$ cat src/rtl/uart_tx_drain.sv
// ============================================================================
//  Module      : uart_tx_drain
//  Description : Drains bytes from an upstream FIFO and sends each one as an
//                8N1 UART frame, LSB first. Each bit lasts CLKS_PER_BIT clocks.
//                Optional macro UART_TX_PARITY_EN adds a parity bit between
//                the data bits and the stop bit. PARITY_ODD selects even or
//                odd parity.
//  Revision    : 1.0  initial release
// ============================================================================
`default_nettype none

module uart_tx_drain #(
    parameter int CLKS_PER_BIT = 4,
    parameter int PARITY_ODD   = 0
) (
    input  logic       clk,
    input  logic       rst,
    input  logic       empty,
    input  logic [7:0] fifo_dout,
    output logic       rd_en,
    output logic       tx,
    output logic       busy,
    output logic       done
);

    localparam int                BAUD_W    = $clog2(CLKS_PER_BIT);
    localparam logic [BAUD_W-1:0] BAUD_LAST = BAUD_W'(CLKS_PER_BIT - 1);
    localparam logic              ODD       = (PARITY_ODD != 0);

    localparam logic [2:0] ST_IDLE   = 3'd0;
    localparam logic [2:0] ST_FETCH  = 3'd1;
    localparam logic [2:0] ST_LATCH  = 3'd2;
    localparam logic [2:0] ST_START  = 3'd3;
    localparam logic [2:0] ST_DATA   = 3'd4;
    localparam logic [2:0] ST_PARITY = 3'd5;
    localparam logic [2:0] ST_STOP   = 3'd6;

    logic [2:0]        state;
    logic [2:0]        next_state;
    logic [BAUD_W-1:0] baud_cnt;
    logic [2:0]        bit_idx;
    logic [7:0]        shreg;
    logic              parity_bit;
    logic              tx_q;
    logic              rd_en_q;
    logic              tx_next;
    logic              bit_end;

    assign bit_end = (baud_cnt == BAUD_LAST);
    assign tx      = tx_q;
    assign rd_en   = rd_en_q;

    // State register; reset drops any frame in progress.
    always_ff @(posedge clk or posedge rst) begin
        if (rst) begin
            state <= ST_IDLE;
        end else begin
            state <= next_state;
        end
    end

    // Next-state logic; empty only matters in IDLE and on the last STOP cycle.
    always_comb begin
        next_state = state;
        case (state)
            ST_IDLE:   if (!empty) next_state = ST_FETCH;
            ST_FETCH:  next_state = ST_LATCH;
            ST_LATCH:  next_state = ST_START;
            ST_START:  if (bit_end) next_state = ST_DATA;
            ST_DATA: begin
                if (bit_end && (bit_idx == 3'd7)) begin
`ifdef UART_TX_PARITY_EN
                    next_state = ST_PARITY;
`else
                    next_state = ST_STOP;
`endif
                end
            end
            ST_PARITY: if (bit_end) next_state = ST_STOP;
            ST_STOP:   if (bit_end) next_state = empty ? ST_IDLE : ST_FETCH;
            default:   next_state = ST_IDLE;
        endcase
    end

    // Decoded status outputs.
    always_comb begin
        busy = (state != ST_IDLE);
        done = (state == ST_STOP) && bit_end;
    end

    // Line level for the coming cycle, so tx can be a plain register.
    // A shift happens on the same edge that leaves a data bit, so the next
    // data bit is shreg[1] at that moment.
    always_comb begin
        tx_next = 1'b1;
        case (next_state)
            ST_START:  tx_next = 1'b0;
            ST_DATA:   tx_next = ((state == ST_DATA) && bit_end) ? shreg[1] : shreg[0];
            ST_PARITY: tx_next = parity_bit;
            default:   tx_next = 1'b1;
        endcase
    end

    // Datapath: baud timing, bit index, shift register, line and read strobe.
    always_ff @(posedge clk or posedge rst) begin
        if (rst) begin
            baud_cnt   <= '0;
            bit_idx    <= 3'd0;
            shreg      <= 8'h00;
            parity_bit <= 1'b0;
            tx_q       <= 1'b1;
            rd_en_q    <= 1'b0;
        end else begin
            tx_q    <= tx_next;
            rd_en_q <= (next_state == ST_FETCH);

            if ((state == ST_START) || (state == ST_DATA) ||
                (state == ST_PARITY) || (state == ST_STOP)) begin
                baud_cnt <= bit_end ? '0 : baud_cnt + BAUD_W'(1);
            end else begin
                baud_cnt <= '0;
            end

            if (state == ST_DATA) begin
                if (bit_end) begin
                    bit_idx <= (bit_idx == 3'd7) ? 3'd0 : bit_idx + 3'd1;
                end
            end else begin
                bit_idx <= 3'd0;
            end

            if (state == ST_LATCH) begin
                shreg      <= fifo_dout;
                parity_bit <= (^fifo_dout) ^ ODD;
            end else if ((state == ST_DATA) && bit_end) begin
                shreg <= {1'b0, shreg[7:1]};
            end
        end
    end

endmodule

`default_nettype wire

$ cat config.mk
export PLATFORM = sky130hd
export DESIGN_NAME = uart_tx_drain
export DESIGN_NICKNAME = d
export VERILOG_FILES = /design/src/rtl/uart_tx_drain.sv
export SDC_FILE = /design/constraint.sdc
export NUM_CORES = 1
export LEC_CHECK = 0
export CORE_MARGIN = 10
export CORE_UTILIZATION = 45
export CTS_CLUSTER_SIZE = 12
export DETAILED_ROUTE_END_ITERATION = 16
export PLACE_DENSITY = 0.78
export SYNTH_ARGS = -nofsm -noshare
export SYNTH_HDL_FRONTEND = slang
export SYNTH_SLANG_ARGS = --single-unit
$ cat constraint.sdc
create_clock -name clk -period 2 [get_ports clk]
set_input_delay 0.3 -clock clk [delete_from_list [all_inputs] [get_ports clk]]
set_output_delay 0.3 -clock clk [all_outputs]
set_load 0.02 [all_outputs]
==> flow_summary.json, run 1 <==
{
  "synthTopCellsByArea": "dfrtp_1 (44%), mux2i_1 (7.8%), xnor2_1 (6.8%)",
  "hold_class": "input port to async pin",
  "endpoint_kind": "primary output",
  "crit_slowest_cell": "dfrtp_1",
  "syn2layout_area_growth_pct": 20.02,
  "synth_cells": 101,
  "vias_per_cell": 5.137,
  "fin_ws_ps": 164.8,
  "p_per_area_mw_per_mm2": 1177,
  "synthDistinctLibCells": 33,
  "clkSinkCount": 19,
  "grt_usage_pct": 8.997,
  "drtAntennaViolNets": 0,
  "cts_root_buf": "clkbuf_4",
  "drv_cap": 0,
  "cp_cell_sequence": "or3_1 -> dlygate4sd2_1",
  "p_int_w": 0.0009228,
  "pre_cts_ws_ps": 229.3,
  "initial_core_util_pct": 47.06,
  "netlist_area_mm2": 0.001031,
  "seq_area_frac_synth_pct": 46.24,
  "num-nets-final": 133,
  "grt_remaining_overflow": 0,
  "drc": 0,
  "max_slew.worst_pin.slew_ps": 383.4,
  "syn_nets": 115,
  "diodes": 0,
  "p_sw_share_pct": 36.64,
  "die_height_um": 67.87,
  "ys_ff_latch": 19,
  "layout_commonest_cell": "dfrtp_1",
  "synth_top_cell_area_share_pct": 43.69,
  "post_drt_wl_per_cell_um": 12.61,
  "core-area_mm2": 0.002191,
  "fin_area_mm2": 0.001237,
  "arrival_ps": 1540,
  "clk_latency_ps": 310,
  "grt_setup_unrepaired": "no",
  "synth_async_sr_flop_share_pct": 100.0,
  "path_class": "register to primary output",
  "grt_max_degree": 20,
  "cts_buffer_depth": 2,
  "synth-warning-count": 0,
  "place.gp.congestion": 0.8038,
  "via_count": 750,
  "combPwrFrac_pct": 42.3,
  "worstPathMaxFanout": 10,
  "final_cell_mix": "dfrtp_1 (17), clkdlybuf4s50_1 (12), nand2_1 (9)",
  "grt_pass1_wl_um": 3249,
  "placementRows": 17,
  "post_dp_cell_area_mm2": 0.001206,
  "drv_slew": 0,
  "cts_made_buffers": 3,
  "pwr-share-seq_pct": 44.0,
  "status": "finished clean",
  "yosys_most_used_dff": "dfrtp_1",
  "grt_pass1_vias": 781,
  "cp-start-kind": "register",
  "dp_hpwl_um": 1455,
  "layout-drive-gt1-share_pct": 11.86,
  "path_clk_slew_ps": 120,
  "syn_area_per_cell_um2": 10.21,
  "slew_headroom_pct": 74.17,
  "synth_edf_count": 0,
  "antenna_found_initial": 0,
  "post_cts_buffers": 0,
  "wl_um": 1841,
  "fin_crit_ps": 1835,
  "vdd_drop_max_v": 0.0006695,
  "die_area_mm2": 0.004606,
  "slowest_delay_ps": 480,
  "cp_data_required_time_ps": 1700,
  "dr.pass1.iters": 4,
  "clockPowerShare_pct": 13.7,
  "die_x_um": 67.87,
  "portBuffers": 14,
  "clock-skew-final_ps": 17.05,
  "cts_tree": "done",
  "fmaxAchievable_mhz": 544.9,
  "drt_iter0_markers": 29,
  "h-tree-depth": 1,
  "timing.final.crit_share_pct": 91.76,
  "io_pins": 15,
  "p_switching_w": 0.0005336,
  "synth_top_area_cell": "dfrtp_1",
  "hold_violations": 0,
  "setup_tns_ps": 0,
  "leakage_nw": 0.5310,
  "setup_violations": 0
}
-- power groups by stage --
stage / clock network, W / logic, W / registers, W
finish: 0.000200 / 0.000616 / 0.000641
global route: 0.000217 / 0.000701 / 0.000666
CTS: 0.000207 / 0.000627 / 0.000641
detailed placement: 0 / 0.000624 / 0.000648
global placement: 0 / 0.000601 / 0.000636
floorplan: 0 / 0.000495 / 0.000613
-- flip-flops by register name, indices dropped and copies added (netlist names) --
| register | cells |
|---|---|
| bit_idx | 3 |
| shreg | 8 |
| baud_cnt | 2 |
| state | 3 |
| rd_en | 1 |
| tx | 1 |
| parity_bit | 1 |
-- kinds of logic (layout without fill, tap and decap cells) --
| group | count (synthesis) | after routing | synth area share [%] |
|---|---|---|---|
| mux | 10 | 10 | 9.952 |
| fa+ha+maj | 3 | 3 | 3.641 |
| compound gates | 19 | 19 | 11.29 |
| flops | 19 | 19 | 46.24 |
| buf+inv | 12 | 29 | 5.825 |
| simple gates | 29 | 29 | 15.41 |
| xor+xnor | 9 | 9 | 7.646 |
-- cell type report --
type | count | area, um2
Inverter | 6 | 22.52
Fill cell | 204 | 953.4
Clock inverter | 1 | 7.507
Tap cell | 28 | 35.03
Sequential cell | 19 | 478.0
Timing Repair Buffer | 19 | 175.2
Multi-Input combinational cell | 70 | 496.7
Clock buffer | 3 | 22.52
-- path summary, 6_finish.rpt --
check / start / to / cells past startpoint / slack [ps]
worst max-delay path: state[0] / busy / 2 / 160
worst min-delay path: rst / shreg[4] / 3 / 290
worst max register to register: bit_idx[0] / tx / 6 / 240
worst min register to register: baud_cnt[0] / baud_cnt[0] / 1 / 480
max in group asynchronous: rst / tx / 3 / 1430
min in group clk: baud_cnt[0] / baud_cnt[0] / 1 / 480
-- metal layers --
metal / up-vias / track usage, % / wire length [um]
met3: 5 / 2.447 / 92
met5: - / 0 / 0
met4: 0 / 4.523 / 36
met2: 17 / 14.91 / 843
li1: 380 / - / -
met1: 348 / 10.49 / 868
-- synth_stat cells, types with 2 or more instances --
master and count:
nand3_1 3, inv_1 6, ha_1 3, mux2i_1 8, o21ai_0 8, a21oi_1 5, xnor2_1 8, nand2_1 9
nor2_1 5, and4b_1 2, nor2b_1 2, buf_2 3, dfrtp_1 18, nor3_1 2
-- per-stage QoR --
step                instances  util (%)  total power [W]  hold slack [ps]
floorplan                 101         -         0.001109            250.4
global placement          142     55.05         0.001237            424.4
detailed placement        142     55.05         0.001271            474.5
CTS                       146     56.48         0.001475            290.6
global route              146     56.48         0.001585            318.4
finish                    146     56.48         0.001456            289.1
-- critical path: cells and delay by family (launching register included) --
kind	cells	cell delay (ps)
buffers and inverters	1	340
and+or+nand+nor	1	420
DFF	1	480
-- repair_timing --
action,4_1_cts,5_1_grt
gates resized for setup,4,0
endpoints found under the setup margin,2,0
hold buffers,0,0
(Power assumes the default switching activity.)
==> run 2: changes to the inputs <==
--- a/config.mk
+++ b/config.mk
@@ -7,7 +7,6 @@
 export LEC_CHECK = 0
 export CORE_MARGIN = 10
 export CORE_UTILIZATION = 45
-export CTS_CLUSTER_SIZE = 12
 export DETAILED_ROUTE_END_ITERATION = 16
 export PLACE_DENSITY = 0.78
 export SYNTH_ARGS = -nofsm -noshare
==> constraint.sdc (replaced) <==
create_clock -name clk -period 2 [get_ports clk]
set_input_delay 0.4 -clock clk [delete_from_list [all_inputs] [get_ports clk]]
set_output_delay 0.4 -clock clk [all_outputs]
set_load 0.02 [all_outputs]
==> flow_summary.json, run 2 (synthesis gave the netlist of run 1 again) <==
{
  "cp-start-kind": "register",
  "drv_cap": 0,
  "wl_um": 1852,
  "clkSinkCount": 19,
  "path_clk_slew_ps": 100,
  "stdcell_count": 149,
  "timing.final.crit_share_pct": 91.01,
  "setup_tns_ps": 0,
  "met3_usage_pct": 2.447,
  "cp_data_required_time_ps": 1600,
  "setup_violations": 0,
  "crit_slowest_cell": "dfrtp_1",
  "via_count": 769,
  "arrival_ps": 1420,
  "hold_class": "input port to async pin",
  "endpoint_kind": "primary output",
  "diodes": 0,
  "drtAntennaViolNets": 0,
  "drv_slew": 0,
  "grt_setup_unrepaired": "no",
  "placementRows": 17,
  "h-tree-depth": 1,
  "fin_crit_ps": 1820,
  "busiest_layer": "met2",
  "syn2layout_area_growth_pct": 21.48,
  "postCtsResizedCells": 2,
  "cts_tree": "done",
  "multi_input_area_um2": 494.2,
  "finalPower_w": 0.001467,
  "cts_root_buf": "clkbuf_4",
  "slew_headroom_pct": 70.19,
  "path_delay_family": "flip-flops",
  "grt_pass1_vias": 766,
  "io_pins": 15,
  "drt_iter0_markers": 20,
  "vias_per_cell": 5.161,
  "p_per_area_mw_per_mm2": 1171,
  "hold_violations": 0,
  "post_cts_buffers": 0,
  "worstPathMaxFanout": 3,
  "largestRegisters": "shreg (8), bit_idx (3), state (3)",
  "dr.pass1.iters": 4,
  "hold_slack_ps": 415.1,
  "clk_latency_ps": 290,
  "vdd_drop_max_v": 0.0007160,
  "max_slew.worst_pin.slew_ps": 444.7,
  "post_drt_wl_per_cell_um": 12.43,
  "crit_buf_inv": 1,
  "slowest_delay_ps": 410,
  "grt_remaining_overflow": 0,
  "grt_pass1_wl_um": 3236,
  "portBuffers": 14,
  "die_area_mm2": 0.004606,
  "drc": 0,
  "largest_reg_flops": 8,
  "die_x_um": 67.87,
  "grt_max_degree": 20,
  "met1_usage_pct": 10.30,
  "cts_buffer_depth": 2,
  "dp_hpwl_um": 1493,
  "core-area_mm2": 0.002191,
  "die_height_um": 67.87,
  "grt.met2_usage_pct": 15.49,
  "top_register": "shreg",
  "num-nets-final": 136,
  "path_class": "register to primary output",
  "layout_commonest_cell": "dfrtp_1",
  "fillCellCount": 207,
  "initial_core_util_pct": 47.06,
  "cts_made_buffers": 3,
  "antenna_found_initial": 0,
  "grt_usage_pct": 8.796,
  "regArea_um2": 476.7,
  "cp_cell_sequence": "or3_1 -> dlygate4sd2_1",
  "final_cell_mix": "dfrtp_1 (18), clkdlybuf4s50_1 (12), nand2_1 (9)",
  "dp_cells": 145,
  "status": "finished clean",
  "place.gp.congestion": 0.8292,
  "clock-skew-final_ps": 1.125,
  "layout-drive-gt1-share_pct": 11.57,
  "leakage_nw": 0.5494,
  "hold_buffers": 0,
  "fmaxAchievable_mhz": 549.4
}
run 2: routing by layer:
layer | up-vias | wire (um)
met4 | 0 | 17
li1 | 389 | -
met3 | 2 | 101
met1 | 362 | 849
met5 | - | 0
met2 | 16 | 883
run 2: worst register-to-register path, delay by kind of cell, from the launching register on:
| family | cells | cell delay (ps) |
|---|---|---|
| and+or+nand+nor | 1 | 210 |
| muxes | 2 | 580 |
| adders and majority gates | 1 | 230 |
| DFF | 1 | 390 |
| buffers and inverters | 1 | 170 |
run 2: metrics by stage:
step	utilization [%]	setup WS, ps	cell area, um2
2_1_floorplan	-	375.6	1031
3_3_place_gp	56.08	306.2	1229
3_5_place_dp	56.08	268.2	1229
4_1_cts	57.17	159.2	1252
5_1_grt	57.17	127.1	1252
6_report	57.17	179.7	1252
run 2: power by group:
part	total [W]	internal, W	switching [W]
clock network	0.000187	0.0000774	0.000110
registers	0.000612	0.000539	0.0000730
logic	0.000668	0.000329	0.000339
total	0.00147	0.000945	0.000522
run 2: worst paths after layout:
check | from | to | slack (ps) | depth (start not counted)
hold reg to reg | baud_cnt[0] | baud_cnt[0] | 440 | 1
setup reg to reg | baud_cnt[0] | shreg[0] | 310 | 5
hold / removal | rst | shreg[4] | 420 | 3
max in group asynchronous | rst | tx | 1320 | 3
setup / recovery | state[0] | busy | 180 | 2
min in group clk | baud_cnt[0] | baud_cnt[0] | 440 | 1
run 2: cell type report:
cell class / instances / share of cell area, %
multi-input cells: 70 / 39.46
clock buffers: 4 / 2.098
flip-flops and latches: 19 / 38.06
well taps: 28 / 2.797
inverters: 6 / 1.798
repair buffers: 22 / 15.78
==> run 3: changes to the inputs <==
--- a/config.mk
+++ b/config.mk
@@ -5,7 +5,7 @@
 export SDC_FILE = /design/constraint.sdc
 export NUM_CORES = 1
 export LEC_CHECK = 0
-export CORE_MARGIN = 10
+export CORE_MARGIN = 1
 export CORE_UTILIZATION = 45
 export DETAILED_ROUTE_END_ITERATION = 16
 export PLACE_DENSITY = 0.78
==> flow_summary.json, run 3 (synthesis gave the netlist of run 1 again) <==
{
  "largestRegisters": "shreg (8), bit_idx (3), state (3)",
  "placementRows": 16,
  "initial_core_util_pct": 50.00,
  "die_height_um": 49.87,
  "fin_ws_ps": 96.54,
  "vias_per_cell": 5.438,
  "post_drt_wl_per_cell_um": 12.49,
  "cp_data_required_time_ps": 1600,
  "slew_headroom_pct": 65.14,
  "die_area_mm2": 0.002487,
  "clock-skew-final_ps": 1.285,
  "setup_violations": 0,
  "fin_crit_ps": 1903,
  "grt_setup_unrepaired": "no",
  "critPathLaunch": "state[0]",
  "fmaxAchievable_mhz": 525.4,
  "dp_hpwl_um": 1385,
  "cts_buffer_depth": 2,
  "leakage_nw": 0.5415,
  "place.gp.congestion": 0.7852,
  "grt_pass1_vias": 743,
  "vdd_drop_max_v": 0.0006152,
  "hold_buffers": 0,
  "largest_reg_flops": 8,
  "layout-drive-gt1-share_pct": 11.76,
  "num-nets-final": 134,
  "h-tree-depth": 1,
  "die_x_um": 49.87,
  "hold_violations": 0,
  "arrival_ps": 1500,
  "hold_slack_ps": 409.9,
  "worstPathMaxFanout": 10,
  "syn2layout_area_growth_pct": 20.15,
  "pre_cts_ws_ps": 189.6,
  "via_count": 794,
  "max_slew.worst_pin.slew_ps": 520.1,
  "drv_cap": 0,
  "top_register": "shreg",
  "final_cell_mix": "dfrtp_1 (17), clkdlybuf4s50_1 (12), nand2_1 (9)",
  "cts_root_buf": "clkbuf_4",
  "setup_tns_ps": 0,
  "portBuffers": 14,
  "dr.pass1.iters": 4,
  "diodes": 0,
  "status": "finished clean",
  "worstReg2RegStart": "bit_idx[0]",
  "io_pins": 15,
  "grt_remaining_overflow": 0,
  "endpoint_kind": "primary output",
  "cts_tree": "done",
  "grt_pass1_wl_um": 3084,
  "path_class": "register to primary output",
  "grt_max_degree": 20,
  "drc": 0,
  "drv_slew": 0,
  "core-area_mm2": 0.002062,
  "p_per_area_mw_per_mm2": 1192,
  "grt_usage_pct": 16.61,
  "layout_commonest_cell": "dfrtp_1",
  "clkSinkCount": 19,
  "drt_iter0_markers": 13,
  "cts_made_buffers": 3,
  "hold_class": "input port to async pin",
  "cp-start-kind": "register",
  "clk_latency_ps": 290,
  "wl_um": 1823,
  "antenna_found_initial": 0,
  "path_clk_slew_ps": 110,
  "timing.final.crit_share_pct": 95.17,
  "post_cts_buffers": 0,
  "drtAntennaViolNets": 0
}
[run 3: metal layers]
layer	global-route usage, %	up-vias	wire [um]
li1	-	383	-
met1	19.45	393	773
met2	29.28	16	973
met3	3.086	2	60
met4	7.143	0	15
met5	0	-	0
[run 3: repair_timing]
| item | 4_1_cts | 5_1_grt |
|---|---|---|
| endpoints found under the hold margin | 0 | 0 |
| endpoints found under the setup margin | 2 | 0 |
| resized for setup | 3 | 0 |
[run 3: layout make-up]
type | instances | area [um2]
fillers | 196 | 823.3
clock buffers | 3 | 22.52
multi-input cells | 70 | 494.2
clock inverters | 1 | 5.005
inverters | 6 | 22.52
flip-flops and latches | 19 | 478.0
well taps | 27 | 33.78
repair buffers | 20 | 182.7
[run 3: critical path, cell delays in order, from the launching register on]
cell and delay, ps:
dfrtp_2 480, or3_1 400, dlygate4sd2_1 330
[run 3: final timing paths]
path	slack, ps	end	depth (start not counted)
setup / recovery	100	busy	2
hold / removal	410	shreg[5]	3
setup reg to reg	260	tx	6
hold reg to reg	440	baud_cnt[0]	1
max in group asynchronous	1330	tx	3
min in group clk	440	baud_cnt[0]	1
[run 3: report_power, final]
group	internal, W	switching [W]
Clock	0.0000744	0.000116
Combinational	0.000314	0.000341
Sequential	0.000541	0.0000905
[run 3: metrics by stage]
step	power [W]	std cells	util, %	instance area, um2
final	0.001477	146	60.07	1239
after global routing	0.001595	146	60.07	1239
after CTS	0.001490	146	60.07	1239
after detailed placement	0.001295	142	58.80	1212
after global placement	0.001251	142	58.80	1212
after floorplan	0.001109	101	-	1031
